**config.mk**
```make
export PLATFORM = sky130hd
export DESIGN_NAME = vend_dispense_ctrl_flat
export DESIGN_NICKNAME = d
export VERILOG_FILES = /design/src/rtl/vend_dispense_ctrl_if.sv /design/src/rtl/vend_dispense_ctrl.sv /design/src/flat_wrapper.sv
export SDC_FILE = /design/constraint.sdc
export NUM_CORES = 1
export LEC_CHECK = 0
export ABC_AREA = 1
export BUFFER_PORTS_ARGS = -buffer_cell sky130_fd_sc_hd__buf_4
export CORE_AREA = 2 2 45 47
export CTS_CLUSTER_DIAMETER = 40
export DETAILED_ROUTE_END_ITERATION = 8
export DIE_AREA = 0 0 47 49
export GPL_TIMING_DRIVEN = 0
export PLACE_DENSITY = 0.76
export RECOVER_POWER = 25
export SYNTH_ARGS = -nofsm -noshare
export SYNTH_HDL_FRONTEND = slang
export SYNTH_SLANG_ARGS = --single-unit
```
**constraint.sdc**
```tcl
create_clock -name clk_i -period 1.6 [get_ports clk_i]
set_input_delay 0.16 -clock clk_i [delete_from_list [all_inputs] [get_ports clk_i]]
set_output_delay 0.16 -clock clk_i [all_outputs]
set_load 0.02 [all_outputs]
```
**src/rtl/vend_dispense_ctrl_if.sv**
```systemverilog
// rtl/vend_dispense_ctrl_if.sv - vend request, actuator and status bundle for the dispense controller
// coins_ejected_o exists only when VEND_EJECT_CNT_EN is defined.
interface vend_dispense_ctrl_if;
    logic        vend_valid_i;
    logic        vend_ready_o;
    logic [2:0]  change_i;
    logic        soda_req_o;
    logic        soda_done_i;
    logic        coin_eject_o;
    logic        busy_o;
    logic        done_o;
    logic        fault_o;
    logic        fault_clr_i;
`ifdef VEND_EJECT_CNT_EN
    logic [15:0] coins_ejected_o;
`endif

    modport slave (
`ifdef VEND_EJECT_CNT_EN
        output coins_ejected_o,
`endif
        input  vend_valid_i, change_i, soda_done_i, fault_clr_i,
        output vend_ready_o, soda_req_o, coin_eject_o, busy_o, done_o, fault_o
    );

    modport master (
`ifdef VEND_EJECT_CNT_EN
        input  coins_ejected_o,
`endif
        output vend_valid_i, change_i, soda_done_i, fault_clr_i,
        input  vend_ready_o, soda_req_o, coin_eject_o, busy_o, done_o, fault_o
    );
endinterface

```
**src/rtl/vend_dispense_ctrl.sv**
```systemverilog
// rtl/vend_dispense_ctrl.sv - soda release handshake then timed nickel eject pulses, with timeout fault
// Optional eject counter output enabled by VEND_EJECT_CNT_EN.
module vend_dispense_ctrl #(
    parameter int PULSE_CYCLES   = 4,
    parameter int GAP_CYCLES     = 4,
    parameter int TIMEOUT_CYCLES = 255,
    parameter int TMR_W          = 8
) (
    input logic                   clk_i,
    input logic                   rst_i,
    vend_dispense_ctrl_if.slave   bus
);
    typedef enum logic [2:0] {
        IDLE   = 3'd0,
        SODA   = 3'd1,
        EJECT  = 3'd2,
        GAP    = 3'd3,
        FINISH = 3'd4,
        FAULT  = 3'd5
    } state_t;

    localparam logic [TMR_W-1:0] PULSE_LAST   = TMR_W'(PULSE_CYCLES - 1);
    localparam logic [TMR_W-1:0] GAP_LAST     = TMR_W'(GAP_CYCLES - 1);
    localparam logic [TMR_W-1:0] TIMEOUT_LAST = TMR_W'(TIMEOUT_CYCLES - 1);

    state_t           state;
    state_t           state_nxt;
    logic [2:0]       cnt;
    logic [2:0]       cnt_nxt;
    logic [TMR_W-1:0] tmr;
    logic [TMR_W-1:0] tmr_nxt;
    logic             eject_last;

    always_ff @(posedge clk_i) begin
        if (rst_i) begin
            state <= IDLE;
            cnt   <= 3'd0;
            tmr   <= '0;
        end else begin
            state <= state_nxt;
            cnt   <= cnt_nxt;
            tmr   <= tmr_nxt;
        end
    end

    always_comb begin
        state_nxt  = state;
        cnt_nxt    = cnt;
        tmr_nxt    = tmr;
        eject_last = 1'b0;
        case (state)
            IDLE: begin
                if (bus.vend_valid_i) begin
                    state_nxt = SODA;
                    tmr_nxt   = '0;
                    cnt_nxt   = (bus.change_i > 3'd4) ? 3'd4 : bus.change_i;
                end
            end
            SODA: begin
                // completion beats a timeout landing on the same cycle
                if (bus.soda_done_i) begin
                    state_nxt = (cnt != 3'd0) ? EJECT : FINISH;
                    tmr_nxt   = '0;
                end else if (tmr == TIMEOUT_LAST) begin
                    state_nxt = FAULT;
                    tmr_nxt   = '0;
                end else begin
                    tmr_nxt = tmr + 1'b1;
                end
            end
            EJECT: begin
                if (tmr == PULSE_LAST) begin
                    eject_last = 1'b1;
                    cnt_nxt    = cnt - 3'd1;
                    state_nxt  = GAP;
                    tmr_nxt    = '0;
                end else begin
                    tmr_nxt = tmr + 1'b1;
                end
            end
            GAP: begin
                if (tmr == GAP_LAST) begin
                    state_nxt = (cnt != 3'd0) ? EJECT : FINISH;
                    tmr_nxt   = '0;
                end else begin
                    tmr_nxt = tmr + 1'b1;
                end
            end
            FINISH: begin
                state_nxt = IDLE;
            end
            FAULT: begin
                cnt_nxt = 3'd0;
                if (bus.fault_clr_i) begin
                    state_nxt = IDLE;
                    tmr_nxt   = '0;
                end
            end
            default: begin
                state_nxt = IDLE;
                cnt_nxt   = 3'd0;
                tmr_nxt   = '0;
            end
        endcase
    end

    assign bus.vend_ready_o = (state == IDLE);
    assign bus.busy_o       = (state != IDLE);
    assign bus.soda_req_o   = (state == SODA);
    assign bus.coin_eject_o = (state == EJECT);
    assign bus.done_o       = (state == FINISH);
    assign bus.fault_o      = (state == FAULT);

`ifdef VEND_EJECT_CNT_EN
    logic [15:0] eject_cnt;

    always_ff @(posedge clk_i) begin
        if (rst_i) begin
            eject_cnt <= 16'd0;
        end else if (eject_last) begin
            eject_cnt <= eject_cnt + 16'd1;
        end
    end

    assign bus.coins_ejected_o = eject_cnt;
`endif
endmodule

```
**src/flat_wrapper.sv**
```systemverilog
// flat-port wrapper written by rule: the top's interface ports become plain ports
module vend_dispense_ctrl_flat 
#(
    parameter int PULSE_CYCLES   = 4,
    parameter int GAP_CYCLES     = 4,
    parameter int TIMEOUT_CYCLES = 255,
    parameter int TMR_W          = 8
)
  (clk_i, rst_i, bus_vend_valid_i, bus_change_i, bus_soda_done_i, bus_fault_clr_i, bus_vend_ready_o, bus_soda_req_o, bus_coin_eject_o, bus_busy_o, bus_done_o, bus_fault_o);
  vend_dispense_ctrl_if bus_i ();
  input logic clk_i;
  input logic rst_i;
  input wire logic [$bits(bus_i.vend_valid_i)-1:0] bus_vend_valid_i;
  input wire logic [$bits(bus_i.change_i)-1:0] bus_change_i;
  input wire logic [$bits(bus_i.soda_done_i)-1:0] bus_soda_done_i;
  input wire logic [$bits(bus_i.fault_clr_i)-1:0] bus_fault_clr_i;
  output wire logic [$bits(bus_i.vend_ready_o)-1:0] bus_vend_ready_o;
  output wire logic [$bits(bus_i.soda_req_o)-1:0] bus_soda_req_o;
  output wire logic [$bits(bus_i.coin_eject_o)-1:0] bus_coin_eject_o;
  output wire logic [$bits(bus_i.busy_o)-1:0] bus_busy_o;
  output wire logic [$bits(bus_i.done_o)-1:0] bus_done_o;
  output wire logic [$bits(bus_i.fault_o)-1:0] bus_fault_o;
  assign bus_i.vend_valid_i = bus_vend_valid_i;
  assign bus_i.change_i = bus_change_i;
  assign bus_i.soda_done_i = bus_soda_done_i;
  assign bus_i.fault_clr_i = bus_fault_clr_i;
  assign bus_vend_ready_o = bus_i.vend_ready_o;
  assign bus_soda_req_o = bus_i.soda_req_o;
  assign bus_coin_eject_o = bus_i.coin_eject_o;
  assign bus_busy_o = bus_i.busy_o;
  assign bus_done_o = bus_i.done_o;
  assign bus_fault_o = bus_i.fault_o;
  vend_dispense_ctrl #(.PULSE_CYCLES(PULSE_CYCLES), .GAP_CYCLES(GAP_CYCLES), .TIMEOUT_CYCLES(TIMEOUT_CYCLES), .TMR_W(TMR_W)) u_core (.clk_i(clk_i), .rst_i(rst_i), .bus(bus_i));
endmodule
```
# [Yosys cells after proc, flatten, opt, wreduce, memory -nomap -nowiden]
# Cells that the tools add are included.
[totals] register_bits=14 latch_bits=0 ram_bits=0 mem_bits_ro=0 input_bits=8 elab_cells=46 n_memories=0
[op_classes] addsub=2 multipliers=0 div_mod_pow=0 magnitude_cmp=1 n_eq_ne=12 shift=0 muxes=18 bitwise_logic=2 reduce_logical=8
[ops] operator="$mux W8" n=5
[ops] operator="$pmux W8 S5" n=1
[ops] operator="$mux W3" n=10
[ops] operator="$pmux W3 S5" n=1
[ops] operator="$pmux W3 S3" n=1
[ops] operator="$add A8 B1 Y8 const B" n=1
[ops] operator="$eq A8 B2 Y1 const B" n=1
[ops] operator="$eq A8 B8 Y1 const B" n=1
[ops] operator="$eq A3 B2 Y1 const B" n=2
[ops] operator="$eq A3 B3 Y1 const B" n=2
[ops] operator="$reduce_and A3 Y1" n=2
[ops] operator="$reduce_bool A3 Y1" n=2
[ops] operator="$reduce_and A5 Y1" n=1
[ops] operator="$ne A2 B1 Y1 const B" n=2
[ops] operator="$ne A2 B2 Y1 const B" n=2
[ops] operator="$eq A3 B1 Y1 const B" n=1
[ops] operator="$gt A3 B3 Y1 const B" n=1
[ops] operator="$logic_not A3 Y1" n=1
[ops] operator="$ne A3 B2 Y1 const B" n=1
[ops] operator="$reduce_or A3 Y1" n=1
[ops] operator="$sub A3 B1 Y3 const B" n=1
[ops] operator="$not A1 Y1" n=2
[ops] operator="$reduce_or A2 Y1" n=1

# [Longest topological paths before layout]
[depth] depth_word=4 ltp_mapped=10

# [Worst setup path before layout]
# Ideal clock, no wire load.
[synth_timing] path_type="reg-to-reg" start="register u_core.tmr[1]" end="register u_core.cnt[1]" setup_time_ps=116 arrival_time_ps=1142 required_time_ps=1484 path_slack_ps=342 stages_incl_launch_ff=9 path_buffers=0 synth_period_minus_slack_ps=1258 cell_sequence="dfxtp_1 -> ha_1 -> nand2_1 -> nor2_1 -> nand2_1 -> nand2_1 -> nand2_2 -> o21ai_0 -> nor2_1"
[synth_via] elab_chain_len=3
[synth_rtl] element="from (decl)" line_no="vend_dispense_ctrl.sv:30" source="logic [TMR_W-1:0] tmr;"
[synth_rtl] element="from (signal assigned)" line_no="vend_dispense_ctrl.sv:42" source="tmr <= tmr_nxt;"
[synth_rtl] element="$eq A8 B2 Y1" line_no="vend_dispense_ctrl.sv:72" source="if (tmr == PULSE_LAST) begin"
[synth_rtl] element="$ne A2 B1 Y1 (no line)"
[synth_rtl] element="$reduce_and A3 Y1 (no line)"
[synth_rtl] element="to (signal assigned)" line_no="vend_dispense_ctrl.sv:41" source="cnt <= cnt_nxt;"
[synth_rtl] element="to (decl)" line_no="vend_dispense_ctrl.sv:28" source="logic [2:0] cnt;"
# No other way between the ends.
# A chain may end at the register's enable or synchronous reset.

# [Worst setup path in the final report]
[layout_timing] start="register u_core.state[0]" end="output bus_vend_ready_o"
[layout_via] elab_chain_len=1
[layout_rtl] element="from (decl)" line_no="vend_dispense_ctrl.sv:26" source="state_t state;"
[layout_rtl] element="from (signal assigned)" line_no="vend_dispense_ctrl.sv:40" source="state <= state_nxt;"
[layout_rtl] element="$logic_not A3 Y1" line_no="vend_dispense_ctrl.sv:107" source="assign bus.vend_ready_o = (state == IDLE);"
[layout_rtl] element="to (decl)" line_no="flat_wrapper.sv:17" source="output wire logic [$bits(bus_i.vend_ready_o)-1:0] bus_vend_ready_o;"
# No other way between the ends.

==> flow_summary_export.csv <==
group,metric,value,unit
run_status,outcome,"finished clean",
timing,finalSetupTns,0,ns
grt,use_met3,0.0259,
logic_synthesis,syn_area_per_cell,6.30,µm²
route,dr.pass1.iters,4,
layout,diodes,0,
clock_tree,cts.sinks,14,
logic_synthesis,synth.yosys.seq_area_share,0.289,
power_and_ir_drop,p_total,1.67,mW
grt,antenna_found_initial,0,
critical_path,worst-setup-path-type,"register to output port",
layout,finalNonFillerCells,197,
layout,fin_util,0.604,
critical_path,crit_path_start_kind,"register",
timing,fin_skew,0.00334,ns
critical_path,setup.worst_path.end_class,"output port",
die,die_w,47,µm
die,die_h,49,µm
grt,grt_pass1_wl,3.35,mm
route,antenna_left,0,
timing,max_clock_freq,0.678,GHz
critical_path,cp.buffers_inverters,2,
clock_tree,clk_pin_slew,0.08,ns
route,vias_per_cell,4.59,
logic_synthesis,synth_fp_nets,166,
timing,rsz0062_at_grt,"true",
die,ios,14,
route,drtIter0Drc,19,
clock_tree,clkLatencyLatePin,0.27,ns
clock_tree,clockBufferDepth,2,
route,wl_per_cell,9.37,µm
placed_design,dp_hpwl,1.53,mm
power_and_ir_drop,p_comb_frac,0.592,
placed_design,placed_area,1100,µm²
critical_path,critPathArrivalTime,1.31,ns
power_and_ir_drop,seqPwrFrac,0.294,
grt,grt_pass1_vias,848,
hold_path,hp-class,"input pin to register",
die,core,1840,µm²
critical_path,crit_slowest_cell,"dfxtp_1",
power_and_ir_drop,pwr-share-clk,0.114,
layout,num-nets-final,184,
placed_design,place_inst,194,
critical_path,max_stage_delay,0.36,ns
die,rows,16,
layout,area_delta_synth_final,14.7,%
timing,hold_violations,0,
grt,met1_usage,0.219,
clock_tree,cts_tree,"built",
power_and_ir_drop,power_leakage,0.564,nW
die,die_area,2300,µm²
clock_tree,htreeDepth,1,
logic_synthesis,ys_warn_count,0,
grt,met2_usage,0.347,
timing,worst_slew_pin_slew,0.351,ns
clock_tree,clockRootBuffer,"clkbuf_4",
power_and_ir_drop,p_per_area,1500,nW/µm²
timing,post-route-min-period,1.47,ns
timing,timing.final.ws_setup,0.126,ns
die,start_util,0.526,
critical_path,crit_path_cell_trace,"nor2_1 -> nand2_4 -> inv_1 -> clkbuf_2",
timing,slew_headroom,0.765,
logic_synthesis,synth.distinct_cells,23,
critical_path,rr_startpoint,"u_core.tmr[1]$_SDFFE_PP0P_",
critical_path,critical_path.startpoint,"u_core.state[0]$_SDFFE_PP0P_",
grt,gr-max-usage-layer,"met2",
timing,hold_ws,0.0436,ns
logic_synthesis,syn_inst,154,
power_and_ir_drop,p_int,0.866,mW
layout,drive_above_1_share,0.182,
grt,grt_start_max_net_pins,9,
grt,track_usage,0.196,
route,num_vias,904,
critical_path,crit_fanout,7,
power_and_ir_drop,switching_share,0.480,
power_and_ir_drop,max-vdd-ir-drop,0.000750,V
logic_synthesis,synth_area,970,µm²
timing,finalMaxSlewViolations,0,
clock_tree,cts_made_buffers,3,
route,drc,0,
route,routed_wirelength,1.85,mm
placed_design,dp_worst_setup_slack,0.165,ns
power_and_ir_drop,p_sw,0.799,mW
placed_design,numPortBuffers,13,
timing,finalSetupViolations,0,
clock_tree,cts_hold_buf,0,
critical_path,critical_path_required,1.44,ns
timing,finalCritPeriodShare,0.921,
grt,grt_overflow,0,
flow_run,maxCapViolCount,0,
placed_design,place.gp.congestion,0.849,
layout,stdcell_area,1110,µm²
critical_path,cp_top_family,"simple AND/OR/NAND/NOR gates",
hold_path,min_from,"rst_i",
logic_synthesis,ys_ff_latch,14,
state kept, by name, summed over array words and instances, names as in the netlist:
name,count
u_core.cnt,3
u_core.state,3
u_core.tmr,8
layout make-up:
type	instances	area [µm²]
Clock buffer	3	22.5
Sequential cell	14	280
Inverter	32	120
Fill cell	190	729
Timing Repair Buffer	13	88.8
Tap cell	27	33.8
Multi-Input combinational cell	108	567
Yosys cell counts:
library cell,count,area (µm²)
nand2_1,40,150
inv_1,30,113
nor2_1,21,78.8
dfxtp_1,14,280
nand3_1,7,35.0
o21ai_0,6,30.0
a21oi_1,5,25.0
ha_1,4,50.1
nand2_2,3,18.8
nor2_4,3,33.8
a21oi_2,2,17.5
inv_2,2,7.51
nand2_4,2,22.5
nand3_2,2,20.0
nand4_1,2,12.5
nor2_2,2,12.5
o21ai_1,2,10.0
o22ai_1,2,12.5
o211ai_1,1,7.51
o21ai_2,1,8.76
or2_1,1,6.26
xnor2_1,1,8.76
xor2_1,1,8.76
logic make-up after synthesis:
logic type               after synthesis  share of synthesized area
AND/OR/NAND/NOR                       83                      0.403
buffers and inverters                 32                      0.124
AO/OA/AOI/OAI                         19                      0.115
flip-flops                            14                      0.289
adder cells (fa/ha/maj)                4                     0.0516
XOR/XNOR                               2                     0.0181
power groups by stage:
stage                     Combinational (mW)  Sequential (mW)  Clock (mW)
final                                  0.987            0.490       0.189
after global placement                 0.985            0.500           0
after floorplan                        0.773            0.487           0
after global routing                    1.14            0.505       0.212
after CTS                               1.02            0.492       0.200
after detailed placement                1.01            0.501           0
layer usage:
| metal | vias to the layer above | routed length [µm] |
|---|---|---|
| met1 | 380 | 831 |
| met3 | 4 | 66 |
| li1 | 503 | - |
| met2 | 17 | 909 |
| met4 | 0 | 38 |
| met5 | - | 0 |
path summary, 6_finish.rpt:
kind	to	slack, ns	cells past startpoint
setup / recovery	bus_vend_ready_o	0.13	4
setup reg to reg	u_core.tmr[0]$_SDFFE_PP0P_	0.16	8
hold reg to reg	u_core.cnt[1]$_SDFFE_PP0P_	0.50	2
hold / removal	u_core.cnt[0]$_SDFFE_PP0P_	0.04	2
cell usage in the layout, fill, tap and decap left out:
| cell type | count |
|---|---|
| nand2_1 | 40 |
| nor2_4 | 3 |
| o211ai_1 | 1 |
| ha_1 | 4 |
| nor2_1 | 22 |
| o21ai_1 | 2 |
| nand2_4 | 2 |
| clkbuf_4 | 3 |
| nand3_1 | 7 |
| inv_1 | 30 |
| nand2_2 | 3 |
| nor2_2 | 1 |
| inv_2 | 2 |
| buf_4 | 10 |
| xor2_1 | 1 |
| xnor2_1 | 1 |
| clkbuf_1 | 1 |
| a21oi_2 | 2 |
| o21ai_2 | 1 |
| clkbuf_2 | 2 |
| o22ai_1 | 2 |
| dfxtp_1 | 14 |
| a21oi_1 | 5 |
| or2_1 | 1 |
| nand4_1 | 2 |
| o21ai_0 | 6 |
| nand3_2 | 2 |
timing repair:
| action | 4_1_cts | 5_1_grt |
|---|---|---|
| gates resized for setup | 0 | 0 |
| endpoints found under the setup margin | 0 | 1 |
| setup buffers | 0 | 0 |
| hold endpoints to repair | 0 | 0 |
(Power assumes the default switching activity.)
